**src/rtl/sumsq_pkg.sv**
```systemverilog
// Shared widths, FSM encoding and helpers for the sum_of_squares peripheral.
package sumsq_pkg;

  localparam int DATA_W = 18;
  localparam int ACC_W  = 36;
  localparam int DIGITS = 9;
  localparam int CNT_W  = 4;

  localparam logic [DATA_W-1:0] SAT_MAX = 18'h3FFFF;

  typedef enum logic [1:0] {
    IDLE = 2'd0,
    SQX  = 2'd1,
    SQY  = 2'd2,
    FIN  = 2'd3
  } state_t;

  // Two's-complement magnitude; -131072 maps to 18'h20000, valid as unsigned.
  function automatic logic [DATA_W-1:0] magnitude(input logic [DATA_W-1:0] v);
    return v[DATA_W-1] ? ((~v) + DATA_W'(1)) : v;
  endfunction

endpackage

```
**src/rtl/sum_of_squares_if.sv**
```systemverilog
// Processor-bus view of the sum_of_squares peripheral.
interface sum_of_squares_if;
  import sumsq_pkg::*;

  logic              cs;
  logic              we;
  logic              addr;
  logic [DATA_W-1:0] di;
  logic [DATA_W-1:0] dout;
  logic              done;
  logic              ovf;

  modport master (output cs, we, addr, di, input dout, done, ovf);
  modport slave  (input cs, we, addr, di, output dout, done, ovf);

endinterface

```
**src/rtl/sumsq_mac_step.sv**
```systemverilog
// One radix-4 partial product: (mag * digit) << 2*idx, widened to the accumulator.
module sumsq_mac_step
  import sumsq_pkg::*;
(
  input  logic [DATA_W-1:0] mag,
  input  logic [1:0]        digit,
  input  logic [CNT_W-1:0]  idx,
  output logic [ACC_W-1:0]  addend
);

  logic [ACC_W-1:0] prod;

  always_comb begin
    prod   = ACC_W'(mag) * ACC_W'(digit);
    addend = prod << {idx, 1'b0};
  end

endmodule

```
**src/rtl/sum_of_squares.sv**
```systemverilog
// X^2 + Y^2 peripheral using one iterative radix-4 multiplier (19-cycle latency).
// Build option: define SUMSQ_SATURATE_EN to clamp DO at 18'h3FFFF on overflow.
module sum_of_squares
  import sumsq_pkg::*;
(
  input  logic              clk,
  input  logic              rst_n,
  sum_of_squares_if.slave   bus
);

  state_t            state, state_nxt;
  logic [CNT_W-1:0]  cnt;
  logic [DATA_W-1:0] x_q, y_q, mag_q, dout_q;
  logic [ACC_W-1:0]  acc_q, addend;
  logic              ovf_q;
  logic              wr_en, start, last_digit;
  logic [1:0]        digit;

  // Writes only land while idle; busy-time writes are dropped outright.
  assign wr_en      = bus.cs & bus.we & (state == IDLE);
  assign start      = wr_en & bus.addr;
  assign last_digit = (cnt == CNT_W'(DIGITS - 1));
  assign digit      = mag_q[{cnt, 1'b0} +: 2];

  sumsq_mac_step u_mac (
    .mag    (mag_q),
    .digit  (digit),
    .idx    (cnt),
    .addend (addend)
  );

  // NOTE: sequential state uses non-blocking assignments so every register
  // samples pre-edge values regardless of process ordering.
  always_ff @(posedge clk or negedge rst_n) begin
    if (!rst_n) state <= IDLE;
    else        state <= state_nxt;
  end

  // NOTE: every always_comb output gets a default first so no latch is inferred.
  always_comb begin
    state_nxt = state;
    case (state)
      IDLE:    if (start)      state_nxt = SQX;
      SQX:     if (last_digit) state_nxt = SQY;
      SQY:     if (last_digit) state_nxt = FIN;
      FIN:                     state_nxt = IDLE;
      default:                 state_nxt = IDLE;
    endcase
  end

  always_comb begin
    bus.done = (state == IDLE);
  end

  assign bus.dout = dout_q;
  assign bus.ovf  = ovf_q;

  always_ff @(posedge clk or negedge rst_n) begin
    if (!rst_n) begin
      x_q    <= '0;
      y_q    <= '0;
      mag_q  <= '0;
      acc_q  <= '0;
      cnt    <= '0;
      dout_q <= '0;
      ovf_q  <= 1'b0;
    end else begin
      case (state)
        IDLE: begin
          if (wr_en && !bus.addr) x_q <= bus.di;
          if (start) begin
            y_q   <= bus.di;
            acc_q <= '0;
            cnt   <= '0;
            mag_q <= magnitude(x_q);
          end
        end
        SQX: begin
          acc_q <= acc_q + addend;
          if (last_digit) begin
            cnt   <= '0;
            mag_q <= magnitude(y_q);
          end else begin
            cnt <= cnt + CNT_W'(1);
          end
        end
        SQY: begin
          acc_q <= acc_q + addend;
          if (!last_digit) cnt <= cnt + CNT_W'(1);
        end
        FIN: begin
          // Any set bit above the low 18 means the sum exceeded SAT_MAX.
          ovf_q <= |acc_q[ACC_W-1:DATA_W];
`ifdef SUMSQ_SATURATE_EN
          dout_q <= (|acc_q[ACC_W-1:DATA_W]) ? SAT_MAX : acc_q[DATA_W-1:0];
`else
          dout_q <= acc_q[DATA_W-1:0];
`endif
        end
        default: ;
      endcase
    end
  end

endmodule
```
**src/flat_wrapper.sv**
```systemverilog
// flat-port wrapper written by rule: the top's interface ports become plain ports
module sum_of_squares_flat import sumsq_pkg::*;
  (clk, rst_n, bus_cs, bus_we, bus_addr, bus_di, bus_dout, bus_done, bus_ovf);
  sum_of_squares_if bus_i ();
  input  logic clk;
  input  logic rst_n;
  input wire logic [$bits(bus_i.cs)-1:0] bus_cs;
  input wire logic [$bits(bus_i.we)-1:0] bus_we;
  input wire logic [$bits(bus_i.addr)-1:0] bus_addr;
  input wire logic [$bits(bus_i.di)-1:0] bus_di;
  output wire logic [$bits(bus_i.dout)-1:0] bus_dout;
  output wire logic [$bits(bus_i.done)-1:0] bus_done;
  output wire logic [$bits(bus_i.ovf)-1:0] bus_ovf;
  assign bus_i.cs = bus_cs;
  assign bus_i.we = bus_we;
  assign bus_i.addr = bus_addr;
  assign bus_i.di = bus_di;
  assign bus_dout = bus_i.dout;
  assign bus_done = bus_i.done;
  assign bus_ovf = bus_i.ovf;
  sum_of_squares u_core (.clk(clk), .rst_n(rst_n), .bus(bus_i));
endmodule
```
**config.mk**
```make
export PLATFORM = sky130hd
export DESIGN_NAME = sum_of_squares_flat
export DESIGN_NICKNAME = d
export VERILOG_FILES = /design/src/rtl/sumsq_pkg.sv /design/src/rtl/sum_of_squares_if.sv /design/src/rtl/sumsq_mac_step.sv /design/src/rtl/sum_of_squares.sv /design/src/flat_wrapper.sv
export SDC_FILE = /design/constraint.sdc
export NUM_CORES = 1
export LEC_CHECK = 0
export CAP_MARGIN = 15
export CORE_UTILIZATION = 50
export CTS_BUF_LIST = sky130_fd_sc_hd__clkbuf_8
export DETAILED_ROUTE_END_ITERATION = 16
export PLACE_DENSITY = 0.69
export SLEW_MARGIN = 10
export SYNTH_ARGS = -nofsm -noshare
export SYNTH_HDL_FRONTEND = slang
export SYNTH_HIERARCHICAL = 1
export SYNTH_SLANG_ARGS = --single-unit
```
**constraint.sdc**
```tcl
create_clock -name clk -period 7.4 [get_ports clk]
set_clock_uncertainty 0.05 [all_clocks]
set_input_delay 1.11 -clock clk [delete_from_list [all_inputs] [get_ports clk]]
set_output_delay 1.11 -clock clk [all_outputs]
set_load 0.03 [all_outputs]
```
---- Word-level counts from Yosys, hierarchy flattened ----
Cells that the tools add are included.
W data, S select, Z words.
operators by class
  order comparisons ....................... 0
  shift operators ......................... 2
  equality and inequality tests ........... 8
  add/sub/neg operators ................... 4
  reduce and logical (&&, ||, !) cells .... 14
  multipliers ............................. 1
  muxes and demuxes ....................... 15
  divide/modulo/power cells ............... 0
  bitwise operators ....................... 5
operator list
  cell                     count
  $mux W18                 4
  $pmux W36 S2             1
  $add A18 B1 Y18 const B  2
  $add A36 B36 Y36         1
  $mux W36                 1
  $not A18 Y18             2
  $pmux W18 S2             1
  $shl A20 B5 Y36          1
  $mul A18 B2 Y20          1
  $reduce_or A18 Y1        1
  $shiftx A18 B6 Y2        1
  $mux W4                  3
  $pmux W4 S3              1
  $reduce_and A3 Y1        3
  $pmux W2 S4              1
  $mux W2                  3
  $ne A2 B1 Y1 const B     3
  $reduce_and A2 Y1        3
  $add A4 B1 Y4 const B    1
  $eq A2 B2 Y1 const B     2
  $eq A4 B4 Y1 const B     1
  $reduce_bool A2 Y1       2
  $and A1 B1 Y1            3
  $reduce_bool A3 Y1       1
  other kinds (6)          6
word-level totals
  bits in latches ......................... 0
  output and inout bits ................... 20
  word-level logic and storage cells ...... 57
  ROM bits ................................ 0
  memories kept ........................... 0
  memory bits (writable) .................. 0
  bits of input ports ..................... 23
  bits in registers ....................... 115

---- Logic depth before layout (Yosys ltp) ----
  word-level depth ........................ 5
  depth in mapped cells ................... 27
  mapped depth without buffers ............ 24

---- Cells and area by module ----
The synthesis kept the hierarchy.
by module, submodules not included
  module          instances  sequential area each (sq um)  area each (sq um)  cells an instance
  sum_of_squares  1          2877.8                        7375.8             783
  sumsq_mac_step  1          0.0                           2518.7             389

---- Worst setup path after synthesis ----
OpenSTA, ideal clock, no wires.
  path kind ............................... register to register
  start point ............................. reg u_core.cnt[0]
  end point ............................... reg u_core.acc_q[31]
  setup time .............................. 0.122 ns
  data required time ...................... 7.228 ns
  stages on the path, launching flop included .. 26
  path buffers ............................ 3
  arrival time ............................ 6.125 ns
  setup slack ............................. 1.104 ns
  path through ............................ dfrtp_1 clkbuf_1 mux4_2 mux2i_1 o21ai_0 clkbuf_1 clkbuf_1 and2_1 ha_1 a211oi_4 nor2_1 or3_1 o21a_4 o31a_4 a22o_4 a22o_1 a311o_1 ha_1 a2111oi_0 nand2b_1 o21ai_0 a21oi_1 a21oi_1 a21oi_1 or3_1 a32o_1
between the ends
  longest elaborated chain between the ends .. 5
RTL lines
  what                    RTL line                                    text
  from (decl)             sum_of_squares.sv:12                        logic [CNT_W-1:0] cnt;
  from (signal assigned)  sum_of_squares.sv:84                        cnt <= cnt + CNT_W'(1);
  from (signal assigned)  sum_of_squares.sv:89                        if (!last_digit) cnt <= cnt + CNT_W'(1);
  $shiftx A18 B6 Y2       sum_of_squares.sv:23                        assign digit = mag_q[{cnt, 1'b0} +: 2];
  via u_core.digit[0]     sum_of_squares.sv:17                        logic [1:0] digit;
  $mul A18 B2 Y20         sumsq_mac_step.sv:14                        prod = ACC_W'(mag) * ACC_W'(digit);
  $shl A20 B5 Y36         sumsq_mac_step.sv:15                        addend = prod << {idx, 1'b0};
  via u_core.addend[21]   sum_of_squares.sv:14                        logic [ACC_W-1:0] acc_q, addend;
  $add A36 B36 Y36        sum_of_squares.sv:79, sum_of_squares.sv:88
  $pmux W36 S2            sum_of_squares.sv:68                        case (state)
  to (signal assigned)    sum_of_squares.sv:79                        acc_q <= acc_q + addend;
  to (signal assigned)    sum_of_squares.sv:88                        acc_q <= acc_q + addend;
  to (decl)               sum_of_squares.sv:14
The timed path passes the listed nets, and every way through them passes these cells.
A chain may end at the register's enable or synchronous reset.

---- Final worst setup path ----
Ends and elaborated chain as after synthesis.

==> summary.txt <==
GRT
  • Largest net degree at the start of global routing: 80
  • Vias in the first global route: between 7000 and 8000
  • Tot GR Track Use: about a quarter
  • Global route overflow: 0
  • First-pass GRT wire length: about 40000 um
  • Antenna violations before repair: 0

Cells and area
  • Non-filler cells, final: around 1500
  • Final Util: a little under three fifths
  • Final nets: about 1300
  • Layout area overhead: 10.2%
  • ANT cells: 0
  • Share of cells above drive strength 1: a little under an eighth
  • Filler cells: 1811

Floorplan
  • Die height: 143 um
  • Area of the die: about 20000 um2
  • Die X: approximately 140 um
  • Core area: between 15000 and 20000 um2
  • IO Pins: 43
  • Rows: 51
  • Initial core utilization: 51.0%

Placement
  • Global placer's final weighted congestion: 0.956
  • I/O Buffers: 42
  • Pre-CTS setup slack: 629 ps
  • Placed Instances: roughly 1400
  • DP HPWL: 18900 um

Synthesis
  • Yosys top cell area share: 29.1%
  • Cell Area, Synth: roughly 10000 um2
  • Number of synthesized flops with an enable pin: 0
  • Post-synthesis async set-or-reset flop share: 100%
  • Syn avg cell area: 8.44 um2
  • Seq/Total Area, Yosys: around 29%
  • Synth Warn #: 6
  • Number of synthesized register bits: around 120
  • Synth area leader: dfrtp_1
  • Distinct cells, synth: 85
  • Cells after Synth: around 1200
  • Synth top area cells: dfrtp_1, ha_1, mux2_2
  • Post-synth net total: between 1000 and 1500
  • Dominant synthesized flop cell: dfrtp_1

Worst hold path
  • HP Class: reg -> reg

Clock network
  • CTS max path bufs: 2
  • Htree depth: 4
  • Clock Pin Slew Worst Setup and Hold Paths: 70 ps
  • Sink Count: between 100 and 150
  • Clock latency on the worst-skew pair: 450 ps
  • Total CTS buffers: 17
  • Clock root buffer: clkbuf_8
  • CTS tree: built

Routing
  • Vias: around 8700
  • ANT nets after route: 0
  • Residual DRC: 2
  • DR iter-0 viols: 704
  • First-pass DRT Iterations: 11
  • Avg WL per Cell: approximately 17 um
  • Vias/cell: about 5.9
  • Post-Route WL: approximately 25000 um

Worst setup path
  • CP max stage cell: mux4_2
  • Worst EP arrival: about 7100 ps
  • Critical Path Source Type: flip-flop
  • CP Max Fanout: 14
  • Crit-path max cell delay: around 540 ps
  • Setup CP Type: reg -> reg
  • Worst Path Required: around 7700 ps
  • Top cell by count, worst path: mux2i_1
  • CP cell instances: mux4_2 > mux2i_1 > o21ai_0 > buf_4 > nand2_1 > inv_1 > ha_1 > a211oi_2 > o21ai_1 > a211oi_2 > xnor2_1 > mux2i_1 > mux2i_1 > mux2i_1 > nor2_1 > ha_1 > a21o_1 > a211o_1 > nor2_1 > a21oi_1 > a21oi_1 > a21oi_1 > or3_1 > a32o_1
  • CP Capture Type: flip-flop

Pwr
  • Pleak: between 4 and 5 nW
  • Peak VDD IR: about 380 uV
  • Power per cell area: 444 nW/um2

STA
  • RSZ-0062 raised after global routing: false
  • Setup_tns: 0 ps
  • Count of final hold-check violations: 0
  • Worst Tran Pin Value: 1040 ps
  • Minimum clock period: roughly 7000 ps
  • Fin. max-slew vios: 0
  • Final worst slack: 579 ps
  • Hold Worst Slack: 459 ps
  • F_max: about 150 MHz
  • Fin crit share: a little over 90%
  • Setup violators final: 0
  • Slew headroom: a little under a third

Status
  • Failing checks: design-rule violations
  • Status: finished, violations left

Job
  • Max cap viols: 0
-- where the power goes --
part | switching [mW] | internal, mW
Sequential | 0.293 | 0.903
Combinational | 1.81 | 1.22
Clock | 0.284 | 0.322
-- metrics by stage --
stage	total power [mW]	instance area, um2
floorplan	3.42	9890
global placement	4.16	10500
detailed placement	4.20	10500
CTS	4.83	10900
global route	5.24	10900
finish	4.84	10900
-- cell usage in the layout, fill, tap and decap left out, types with 11 or more instances in the layout --
cell type and instances:
xor2_1 31, ha_1 61, nor2b_1 15, nor3_1 11, dfrtp_1 115, and2_1 39
a21o_1 26, nor2_1 86, nand2_1 134, buf_4 12, mux2i_1 20, nand3_1 24
clkbuf_8 19, o31ai_1 15, a21oi_1 87, clkdlybuf4s50_1 41, o21ai_0 103, and3_1 13
xnor2_1 40, mux2_2 61, nand2b_1 14, inv_1 33
-- metal layers --
metal  up-vias  GRT usage (%)  wire length [um]
met1      4119           36.6             12400
li1       4294              -                 -
met4         0           7.92               464
met5         -              0                 0
met2       219           38.1             10800
met3        34           4.83              1330
-- registers in the layout, summed over array words and instances (netlist names) --
register / cells
u_core/acc_q: 36
u_core/cnt: 4
u_core/bus.dout: 18
u_core/state: 2
u_core/mag_q: 18
u_core/x_q: 18
u_core/bus.ovf: 1
u_core/y_q: 18
-- kinds of logic (layout without fill, tap and decap cells) --
kind of cell	Yosys count	after routing	share of synthesized area, %
buf+inv	95	119	3.74
compound gates	363	363	24.5
xor+xnor	71	71	6.28
simple gates	380	380	18.4
flops	115	115	29.1
fa+ha+maj	63	63	8.12
mux	85	85	9.88
-- cells in the mapped netlist (7+ instances only) --
master    count
xor2_1       31
inv_1        33
o211ai_1     10
ha_1         61
nor3_1       11
and3_1       13
nor2_1       86
or3_1        10
a21oi_1      87
nor4_1        7
o21ai_1       8
nand2b_1     14
nand3_1      24
o21bai_1     10
xnor2_1      40
a21o_1       26
mux2i_1      20
o21ai_0     104
a31oi_1       7
o22ai_1       8
nand4_1       7
mux2_2       61
nand2_1     134
clkbuf_1     44
and2_1       39
dfrtp_1     115
o31ai_1      15
nor2b_1      15
buf_2        10
-- critical path, delay by kind of cell, from the launching register on --
kind / cells / cell delay [ps]
simple gates: 4 / 760
xor+xnor: 1 / 290
buf+inv: 2 / 320
mux: 5 / 1420
compound gates: 10 / 2770
flops: 1 / 500
fa+ha+maj: 2 / 630
-- worst paths after layout --
kind                       cells after the start                        endpoint                           start  slack, ps
setup / recovery                              24    u_core/acc_q[31]$_DFFE_PN0P_       u_core/cnt[0]$_DFFE_PN0P_        580
hold / removal                                 1  u_core/bus.dout[8]$_DFFE_PN0N_  u_core/bus.dout[8]$_DFFE_PN0N_        460
setup reg to reg                              24    u_core/acc_q[31]$_DFFE_PN0P_       u_core/cnt[0]$_DFFE_PN0P_        580
hold reg to reg                                1  u_core/bus.dout[8]$_DFFE_PN0N_  u_core/bus.dout[8]$_DFFE_PN0N_        460
max in group asynchronous                      2    u_core/acc_q[27]$_DFFE_PN0P_                           rst_n       5310
min in group asynchronous                      1    u_core/mag_q[12]$_DFFE_PN0P_                           rst_n        560
-- cell type report --
type / instances / area [um2] / area share [%]
multi-input combinational: 962 / 6650 / 61.0
clock inverter: 13 / 151 / 1.39
inverter: 34 / 128 / 1.17
clock buffer: 19 / 262 / 2.40
sequential: 115 / 2880 / 26.4
timing repair buffer: 53 / 500 / 4.59
tap: 265 / 332 / 3.04
-- repair_timing --
item	CTS	global route
hold buffers	0	0
resized for setup	0	3
setup endpoints to repair	0	1
buffers inserted	0	0
No activity file was read; power rests on OpenSTA's default activity.
